File: config.mk
export PLATFORM = sky130hd
export DESIGN_NAME = imm_extend_pipe
export DESIGN_NICKNAME = d
export VERILOG_FILES = /design/src/rtl/imm_extend_pipe_pkg.sv /design/src/rtl/imm_extend_pipe_decode.sv /design/src/rtl/imm_extend_pipe.sv
export SDC_FILE = /design/constraint.sdc
export NUM_CORES = 1
export LEC_CHECK = 0
export ABC_AREA = 1
export BUFFER_PORTS_ARGS = -buffer_cell sky130_fd_sc_hd__buf_2
export CORE_ASPECT_RATIO = 1.5
export CORE_MARGIN = 5
export CORE_UTILIZATION = 31
export DETAILED_ROUTE_END_ITERATION = 6
export GPL_ROUTABILITY_DRIVEN = 0
export PLACE_DENSITY = 0.53
export SLEW_MARGIN = 5
export SYNTH_ARGS = -nofsm -noshare
export SYNTH_HDL_FRONTEND = slang
export SYNTH_SLANG_ARGS = --single-unit
File: constraint.sdc
create_clock -name clk -period 1.85 [get_ports clk]
set_input_delay 0.0925 -clock clk [delete_from_list [all_inputs] [get_ports clk]]
set_output_delay 0.0925 -clock clk [all_outputs]
set_load 0.02 [all_outputs]
File: src/rtl/imm_extend_pipe_pkg.sv
// Shared types for the decode-stage immediate generator: mode encodings,
// the per-entry result record carried down the pipeline, and a rotate helper.
package imm_pkg;

  localparam int unsigned IMM_SRC_W = 3;

  // Widest supported XLEN; the result record is sized for it so that one
  // struct type serves every XLEN (upper bits are constant zero at XLEN=32).
  localparam int unsigned XLEN_MAX = 64;

  typedef enum logic [IMM_SRC_W-1:0] {
    IMM_DP    = 3'b000,
    IMM_MEM12 = 3'b001,
    IMM_BR    = 3'b010,
    IMM_MEMH  = 3'b011,
    IMM_MOVW  = 3'b100
  } imm_src_e;

  typedef struct packed {
    logic [XLEN_MAX-1:0] ext;
    logic                carry;
    logic                illegal;
  } imm_res_t;

  // 32-bit rotate right; a shift by 32 yields zero, so sh==0 returns x.
  function automatic logic [31:0] ror32(input logic [31:0] x, input logic [4:0] sh);
    logic [5:0] lsh;
    lsh = 6'd32 - {1'b0, sh};
    return (x >> sh) | (x << lsh);
  endfunction

endpackage

File: src/rtl/imm_extend_pipe_decode.sv
// Pure combinational ImmSrc decode: builds the XLEN-wide immediate, the
// rotate-immediate shifter carry and the reserved-encoding flag.
module imm_decode_comb
  import imm_pkg::*;
#(
  parameter int unsigned XLEN   = 32,
  parameter bit          ROT_EN = 1'b1
) (
  input  logic [IMM_SRC_W-1:0] imm_src_i,
  input  logic [23:0]          instr_i,
  input  logic                 carry_i,
  output imm_res_t             res_o
);

  logic [31:0]     rot_v;
  logic [25:0]     br_v;
  logic [XLEN-1:0] ext;
  logic            carry;
  logic            illegal;

  // Mode decode; every path defaults to ext=0, carry passthrough, legal.
  always_comb begin
    ext     = '0;
    carry   = carry_i;
    illegal = 1'b0;
    rot_v   = ror32({24'b0, instr_i[7:0]}, {instr_i[11:8], 1'b0});
    br_v    = {instr_i, 2'b00};

    case (imm_src_e'(imm_src_i))
      IMM_DP: begin
        if (ROT_EN) begin
          ext = XLEN'(rot_v);
          if (instr_i[11:8] != 4'd0) begin
            carry = rot_v[31];
          end
        end else begin
          ext = XLEN'(instr_i[7:0]);
        end
      end
      IMM_MEM12: ext = XLEN'(instr_i[11:0]);
      IMM_BR:    ext = {{(XLEN-26){br_v[25]}}, br_v};
      IMM_MEMH:  ext = XLEN'({instr_i[11:8], instr_i[3:0]});
      IMM_MOVW:  ext = XLEN'({instr_i[19:16], instr_i[11:0]});
      default:   illegal = 1'b1;
    endcase
  end

  // Pack into the shared record, zero-filling above XLEN.
  always_comb begin
    res_o         = '0;
    res_o.ext     = XLEN_MAX'(ext);
    res_o.carry   = carry;
    res_o.illegal = illegal;
  end

endmodule

File: src/rtl/imm_extend_pipe.sv
// Pipelined immediate generator: combinational decode feeding an elastic
// valid/ready chain of STAGES registers with synchronous flush.
module imm_extend_pipe
  import imm_pkg::*;
#(
  parameter int unsigned XLEN   = 32,
  parameter int unsigned STAGES = 1,
  parameter bit          ROT_EN = 1'b1
) (
  input  logic                 clk,
  input  logic                 reset,
  input  logic                 flush,
  input  logic                 in_valid,
  output logic                 in_ready,
  input  logic [IMM_SRC_W-1:0] ImmSrc,
  input  logic [23:0]          Instr,
  input  logic                 carry_in,
  output logic                 out_valid,
  input  logic                 out_ready,
  output logic [XLEN-1:0]      ExtImm,
  output logic                 imm_carry,
  output logic                 illegal
);

  imm_res_t          dec_res;
  logic [STAGES-1:0] stage_valid;
  imm_res_t          stage_data [STAGES];
  // ready[i]: stage i may load this cycle; ready[STAGES] is the consumer.
  logic [STAGES:0]   ready;

  imm_decode_comb #(
    .XLEN   (XLEN),
    .ROT_EN (ROT_EN)
  ) u_decode (
    .imm_src_i (ImmSrc),
    .instr_i   (Instr),
    .carry_i   (carry_in),
    .res_o     (dec_res)
  );

  // Ready chain from the output back: an empty stage always accepts, so
  // bubbles collapse while the consumer is stalled.
  always_comb begin
    ready = '0;
    ready[STAGES] = out_ready;
    for (int unsigned k = 0; k < STAGES; k++) begin
      ready[STAGES-1-k] = !stage_valid[STAGES-1-k] | ready[STAGES-k];
    end
  end

  for (genvar g = 0; g < STAGES; g++) begin : g_stage
    logic     up_valid;
    imm_res_t up_data;
    logic     valid_q, valid_d;
    imm_res_t data_q, data_d;

    if (g == 0) begin : g_head
      assign up_valid = in_valid;
      assign up_data  = dec_res;
    end else begin : g_body
      assign up_valid = stage_valid[g-1];
      assign up_data  = stage_data[g-1];
    end

    // Next state: flush beats load; data only moves with a valid entry so
    // a stalled or drained stage keeps presenting its last value.
    always_comb begin
      valid_d = valid_q;
      data_d  = data_q;
      if (ready[g]) begin
        valid_d = up_valid;
        if (up_valid) begin
          data_d = up_data;
        end
      end
      if (flush) begin
        valid_d = 1'b0;
      end
    end

    // Stage register; reset clears data too so outputs read zero.
    always_ff @(posedge clk) begin
      if (reset) begin
        valid_q <= 1'b0;
        data_q  <= '0;
      end else begin
        valid_q <= valid_d;
        data_q  <= data_d;
      end
    end

    assign stage_valid[g] = valid_q;
    assign stage_data[g]  = data_q;
  end

  assign in_ready  = ready[0];
  assign out_valid = stage_valid[STAGES-1];
  assign ExtImm    = stage_data[STAGES-1].ext[XLEN-1:0];
  assign imm_carry = stage_data[STAGES-1].carry;
  assign illegal   = stage_data[STAGES-1].illegal;

  if (XLEN < XLEN_MAX) begin : g_narrow
    logic unused_ext_hi;
    assign unused_ext_hi = ^stage_data[STAGES-1].ext[XLEN_MAX-1:XLEN];
  end

endmodule

=== Word-level counts from Yosys, hierarchy flattened ===
Cells that the tools add are included.

* Register bits after elaboration: 35
* Bits of input ports: 33
* Output and inout bits: 36
* Logic and storage cells: 23

* $add $sub $neg: 1
* Equality and inequality tests: 4
* Shift-type cells: 2
* Muxes and demuxes: 4
* Bitwise logic cells: 2
* Reduce and logical (&&, ||, !) cells: 6

{| class="wikitable"
|+ Operators with widths
! kind !! count
|-
| $pmux W32 S5 || 1
|-
| $or A32 B32 Y32 || 1
|-
| $shl A8 B6 Y32 || 1
|-
| $shr A8 B5 Y32 || 1
|-
| $eq A3 B2 Y1 const B || 2
|-
| $sub A6 B5 Y6 const A || 1
|-
| $reduce_or A5 Y1 || 1
|-
| $reduce_bool A4 Y1 || 1
|-
| $eq A3 B1 Y1 const B || 1
|-
| $eq A3 B3 Y1 const B || 1
|-
| $logic_not A3 Y1 || 1
|-
| $mux W1 || 3
|-
| $reduce_and A2 Y1 || 1
|-
| $reduce_or A2 Y1 || 1
|-
| $logic_not A1 Y1 || 1
|-
| $or A1 B1 Y1 || 1
|}

=== Logic depth before layout (Yosys ltp) ===
Gate-level depths: netlist of the first run.

* Depth after elaboration: 5
* Depth in mapped cells: 13
* Depth with buffers taken out: 12

=== Hierarchy ===
A second synthesis of the first run with hierarchy kept.

* Cell total of the unflattened synthesis: 554
* Area, all modules: 3194.3 um2

{| class="wikitable"
|+ Modules (own cells, without submodules)
! module !! times used !! cells an instance !! area each (um2) !! seq. area each (um2)
|-
| imm_extend_pipe || 1 || 228 || 1607.8 || 700.7
|-
| imm_decode_comb || 1 || 326 || 1586.5 || 0.0
|}

=== Least setup slack after synthesis of the first run ===
No wires, ideal clock.

* Path type: input to register
* Start point: in Instr[8]
* End point: reg g_stage[0].data_q, in the netlist ExtImm[6]
* Setup time: 0.128 ns
* Arrival: 1.365 ns
* Data required time: 1.722 ns
* Setup slack: 0.356 ns
* Stages on the path: 11
* Buffers on the path: 2
* Cells stage by stage: inv_2 buf_4 ha_1 clkbuf_1 nand3_1 nand2_1 nor2_1 nand2_1 nand3_1 nand2_1 a21oi_2

* Word-level cells in the longest chain between the ends: 4
* Elaborated cells between the ends (all ways): 5
* Classes of those cells: 1 x add/sub; 2 x shift; 1 x mux; 1 x bitwise

{| class="wikitable"
|+ Ends and longest elaborated chain
! item !! RTL line !! text
|-
| start: declaration || imm_extend_pipe.sv:16 || <nowiki>input logic [23:0] Instr,</nowiki>
|-
| $sub A6 B5 Y6 || imm_extend_pipe_pkg.sv:28 || <nowiki>lsh = 6'd32 - {1'b0, sh};</nowiki>
|-
| $shl A8 B6 Y32 || imm_extend_pipe_pkg.sv:29 || <nowiki>return (x >> sh) | (x << lsh);</nowiki>
|-
| $or A32 B32 Y32 (*) || imm_extend_pipe_pkg.sv:29 ||
|-
| $pmux W32 S5 (*) || imm_extend_pipe_decode.sv:29 || <nowiki>case (imm_src_e'(imm_src_i))</nowiki>
|-
| end signal: assignment || imm_extend_pipe.sv:88 || <nowiki>data_q <= data_d;</nowiki>
|-
| end: declaration || imm_extend_pipe.sv:55 || <nowiki>imm_res_t data_q, data_d;</nowiki>
|}

Mark *: on every way between the ends. The rest lies on a longest branch, timed or not.
A chain may end at the register's enable or synchronous reset.

=== Final worst setup path of the first run ===
* Start point: in Instr[9]
* End point: reg g_stage[0].data_q, in the netlist ExtImm[7]

The elaborated chain is that of the path after synthesis.

==> impl_metrics.ini, run 1 <==
[status]
outcome = finished, final reports clean

[finish]
finalNetCount = 553
antenna_cells = 0
area_delta_synth_final_pct = 23.2
final_cell_area_sq_um = 3230
fin_util_pct = 38.6
drive_above_1_share_pct = 24.2

[cts]
cts_root_buf = clkbuf_16
cts_resized = 0
cts_tree = done
clk_latency_ps = 270
cts_htree_levels = 2
clkSinkCount = 35
hold_buffers = 1
clk_pin_slew_ps = 50
cts_setup_buffers = 0
cts_buffers = 5
clockBufferDepth = 2

[power_and_ir_drop]
p_total_mw = 2.20
peakVddDrop_mv = 0.394
p_leak_nw = 1.60
p_per_area_nw_per_um2 = 682

[detailed_routing]
antenna_left = 0
wl_per_cell_um = 14.7
drtIter0Drc = 151
drc = 0
vias_per_cell = 5.00
wl_mm = 9.21
route.vias.total = 3136
dr.pass1.iters = 7

[placed_design]
io_buffers = 68
dp_hpwl_mm = 7.29
place_area_sq_um = 3060

[worst_setup_path]
rr_startpoint = out_valid
start_kind = primary input
cp.arrival_ps = 1630
path_max_fanout = 10
critPathKind = primary input to flop
cp.required_ps = 2060
crit_path_end_kind = flop
setup.worst_path.start = Instr[9]

[synthesis]
synth_area_sq_um = 2620
yosysWarnings = 0
yosys.cell_types.count = 29
ys_seq_elements = 35
synthTopCellsByArea = nand2_1 (31%), dfxtp_1 (27%), nand3_1 (8.8%), a21oi_1 (5.5%), nor2_1 (5.0%)
synth.top_cell.area_share_pct = 30.8
seq_area_frac_synth_pct = 26.8
synth_top_area_cell = nand2_1
synth_cells = 451
syn-num-nets = 485
avgSynthCellArea_sq_um = 5.81

[timing]
setup_violations = 0
fmax_mhz = 701
hold_viol_final = 0
finClkSkew_ps = 2.38
min_period_over_period_pct = 77.1
whs_ps = 127
finalSetupTns_ps = 0
period_needed_ps = 1430
slew_headroom_pct = 47.8
worstMarginPinSlew_ps = 783
slew_violations = 0
rsz0062_at_grt = no

[global_route]
grt_use_total_pct = 17.7
grt_pass1_vias = 3043
antenna_found_initial = 0
grt_first_pass_wirelength_mm = 14.6
grt_max_degree = 36
grt_overflow = 0

[die]
rows = 41
io_pins = 69
initial_core_util_pct = 31.3
die_w_um = 85.0
coreArea_sq_um = 8360
fp.dieH_um = 123
die_area_sq_um = 10400

[worst_hold_path]
hold_start = out_ready
hp-class = primary input to flop

[run]
drv_cap = 0
[metal layers]
| metal | global-route usage [%] | share of wire (%) |
|---|---|---|
| met1 | 19.6 | 40 |
| met2 | 32.1 | 52 |
| met3 | 2.01 | 4.5 |
| met4 | 10.6 | 3.9 |
| met5 | 0 | 0 |
[worst max-delay path, stage by stage]
cell and delay, ps:
buf_2 140, inv_1 70, ha_1 300, clkinv_1 230, nand3_1 160, nand2_1 90, nor2_1 190, nand2_1 90
nand3_1 90, nand2_1 70, a21oi_2 110
[final timing paths]
path                                   end  slack, ps  cells after the start
worst max-delay path             ExtImm[7]        420                     11
worst min-delay path             out_valid        130                      4
worst max register to register  ExtImm[18]        630                      6
worst min register to register   ExtImm[1]        460                      2
[sequential cells by signal, indices dropped and copies added, names as in the netlist]
| name | flops |
|---|---|
| ExtImm | 32 |
| imm_carry | 1 |
| out_valid | 1 |
| illegal | 1 |
[per-stage QoR]
stage | std cells | worst slack (ps)
final | 627 | 424
after global routing | 627 | 208
after CTS | 627 | 440
after detailed placement | 618 | 160
after global placement | 618 | 165
after floorplan | 451 | 356
[synth_stat cells]
cell / count
nand3_1: 46
nand3b_1: 1
or2_1: 2
buf_1: 1
nor2_4: 3
buf_6: 3
clkbuf_1: 8
nand3_2: 1
nand2_2: 8
a211oi_1: 3
a21oi_2: 14
or2_0: 2
nor2_8: 1
nand2_1: 215
o21ai_1: 1
dfxtp_1: 35
clkinv_4: 1
buf_4: 1
o21ai_0: 5
clkinv_1: 2
inv_1: 15
buf_2: 5
inv_2: 3
buf_8: 1
a21oi_1: 29
nor2_2: 6
nand2_4: 3
ha_1: 1
nor2_1: 35
[cells in the final DEF, fill, tap and decap left out]
master / synthesis / final
nand2_1: 215 / 215
buf_2: 5 / 68
nand3_1: 46 / 46
dfxtp_1: 35 / 35
nor2_1: 35 / 35
a21oi_1: 29 / 29
inv_1: 15 / 15
a21oi_2: 14 / 14
buf_4: 1 / 11
nand2_2: 8 / 8
nor2_2: 6 / 6
o21ai_0: 5 / 5
clkbuf_16: 0 / 5
inv_2: 3 / 3
nor2_4: 3 / 3
nand2_4: 3 / 3
a211oi_1: 3 / 3
clkinv_1: 2 / 2
or2_1: 2 / 2
or2_0: 2 / 2
clkbuf_8: 0 / 2
clkinv_4: 1 / 1
nor2_8: 1 / 1
nand3b_1: 1 / 1
nand3_2: 1 / 1
o21ai_1: 1 / 1
ha_1: 1 / 1
clkbuf_1: 8 / 1
dlygate4sd3_1: 0 / 1
[where the power goes]
| part | internal [mW] | total [mW] | switching (mW) |
|---|---|---|---|
| Sequential | 0.784 | 0.798 | 0.0143 |
| Combinational | 0.170 | 0.548 | 0.377 |
| Clock | 0.572 | 0.857 | 0.285 |
[kinds of logic after synthesis]
kind of cell	share of synthesized area, %
buffers and inverters	7.60
DFF	26.8
and+or+nand+nor	52.9
adders and majority gates	0.478
AOI/OAI and AO/OA	12.2
[final cells by class]
cell class	count	area, sq um
Multi-Input combinational cell	376	1720
Sequential cell	35	701
Timing Repair Buffer	80	433
Inverter	21	83.8
Clock buffer	8	156
Tap cell	107	134
Fill cell	960	5130
Power figures use the tool's default switching activity.
==> run 2: changes to the inputs <==
==> constraint.sdc (replaced) <==
create_clock -name clk -period 1.5 [get_ports clk]
set_input_delay 0.075 -clock clk [delete_from_list [all_inputs] [get_ports clk]]
set_output_delay 0.075 -clock clk [all_outputs]
set_load 0.02 [all_outputs]
==> impl_metrics.ini, run 2 (same netlist as run 1, synthesis figures left out) <==
[status]
outcome = finished, final reports clean

[finish]
antenna_cells = 0
fin_util_pct = 39.7
area_delta_synth_final_pct = 26.9
largest_reg_flops = 32
finalNetCount = 559
drive_above_1_share_pct = 25.1
layout_commonest_cell = nand2_1
layout_common_cells = nand2_1 (215), buf_2 (68), nand3_1 (46), dfxtp_1 (35), nor2_1 (35)

[worst_setup_path]
critPathKind = primary input to flop
start_kind = primary input
crit_path_end_kind = flop
cp.arrival_ps = 1520
setup.worst_path.start = Instr[9]
rr_startpoint = out_valid
cp.required_ps = 1710
path_max_fanout = 13

[global_route]
grt_use_total_pct = 17.7
antenna_found_initial = 0
grt_max_degree = 36
grt_pass1_vias = 3116
grt_first_pass_wirelength_mm = 14.7
grt_overflow = 0

[detailed_routing]
wl_mm = 9.14
dr.pass1.iters = 4
route.vias.total = 3092
vias_per_cell = 4.88
antenna_left = 0
wl_per_cell_um = 14.4
drtIter0Drc = 144
drc = 0

[die]
fp.dieH_um = 123
initial_core_util_pct = 31.3
coreArea_sq_um = 8360
rows = 41
io_pins = 69
die_area_sq_um = 10400
die_w_um = 85.0

[worst_hold_path]
hold_start = out_ready
hp-class = primary input to flop

[power_and_ir_drop]
p_total_mw = 2.76
peakVddDrop_mv = 0.367
p_leak_nw = 1.65
p_per_area_nw_per_um2 = 831

[cts]
cts_buffers = 5
cts_resized = 0
cts_root_buf = clkbuf_16
clk_latency_ps = 280
cts_tree = done
clk_pin_slew_ps = 50
clockBufferDepth = 2
clkSinkCount = 35
cts_htree_levels = 2
cts_setup_buffers = 0

[timing]
period_needed_ps = 1300
hold_viol_final = 0
worstMarginPinSlew_ps = 347
finClkSkew_ps = 2.10
slew_violations = 0
setup_violations = 0
whs_ps = 105
rsz0062_at_grt = no
min_period_over_period_pct = 86.9
fmax_mhz = 767
finalSetupTns_ps = 0
slew_headroom_pct = 76.6

[placed_design]
dp_hpwl_mm = 7.23
io_buffers = 68

[run]
drv_cap = 0
-- run 2: changes by cell type in the layout (fill, tap and decap cells not counted), sizes merged --
cell	before	now
buf	79	85
-- run 2: layout make-up --
class | count | area [sq um]
Clock buffer | 8 | 156
Fill cell | 958 | 5040
Inverter | 21 | 83.8
Multi-Input combinational cell | 376 | 1720
Sequential cell | 35 | 701
Tap cell | 107 | 134
Timing Repair Buffer | 86 | 528
-- run 2: report_power, final --
group | switching, mW | internal, mW | leakage [nW]
Sequential | 0.0182 | 0.966 | 0.285
Combinational | 0.468 | 0.236 | 1.29
Clock | 0.365 | 0.706 | 0.0772
Total | 0.851 | 1.91 | 1.65
-- run 2: what timing repair did --
item / in CTS / in global routing
hold endpoints to repair: 1 / 0
hold buffers: 1 / 0
endpoints found under the setup margin: 0 / 0
-- run 2: layer usage --
layer	GRT usage, %	share of wire [%]	up-vias
li1	-	-	1574
met1	19.2	38	1401
met2	32.2	52	89
met3	2.22	4.6	28
met4	10.7	4.8	0
met5	0	0	-
-- run 2: path summary, 6_finish.rpt --
kind / end / depth (start not counted) / slack (ps)
min: out_valid / 4 / 100
max: ExtImm[29] / 12 / 200
max reg2reg: ExtImm[1] / 6 / 370
min reg2reg: ExtImm[12] / 2 / 460
-- run 2: critical path, cell delays in order --
cell and delay, ps:
buf_2 100, inv_1 80, ha_1 230, inv_1 70
nand2_1 70, nand2_2 170, or2_1 260, nand2_1 120
nand2_1 70, nand2_1 70, nand2_1 80, a21oi_2 110
-- run 2: per-stage QoR --
step | cell area (sq um) | instances | setup slack (ps)
floorplan | 2620 | 451 | 10.2
global placement | 3160 | 624 | -76.2
detailed placement | 3160 | 624 | -90.5
CTS | 3320 | 633 | 189
global route | 3320 | 633 | 20.8
finish | 3320 | 633 | 196
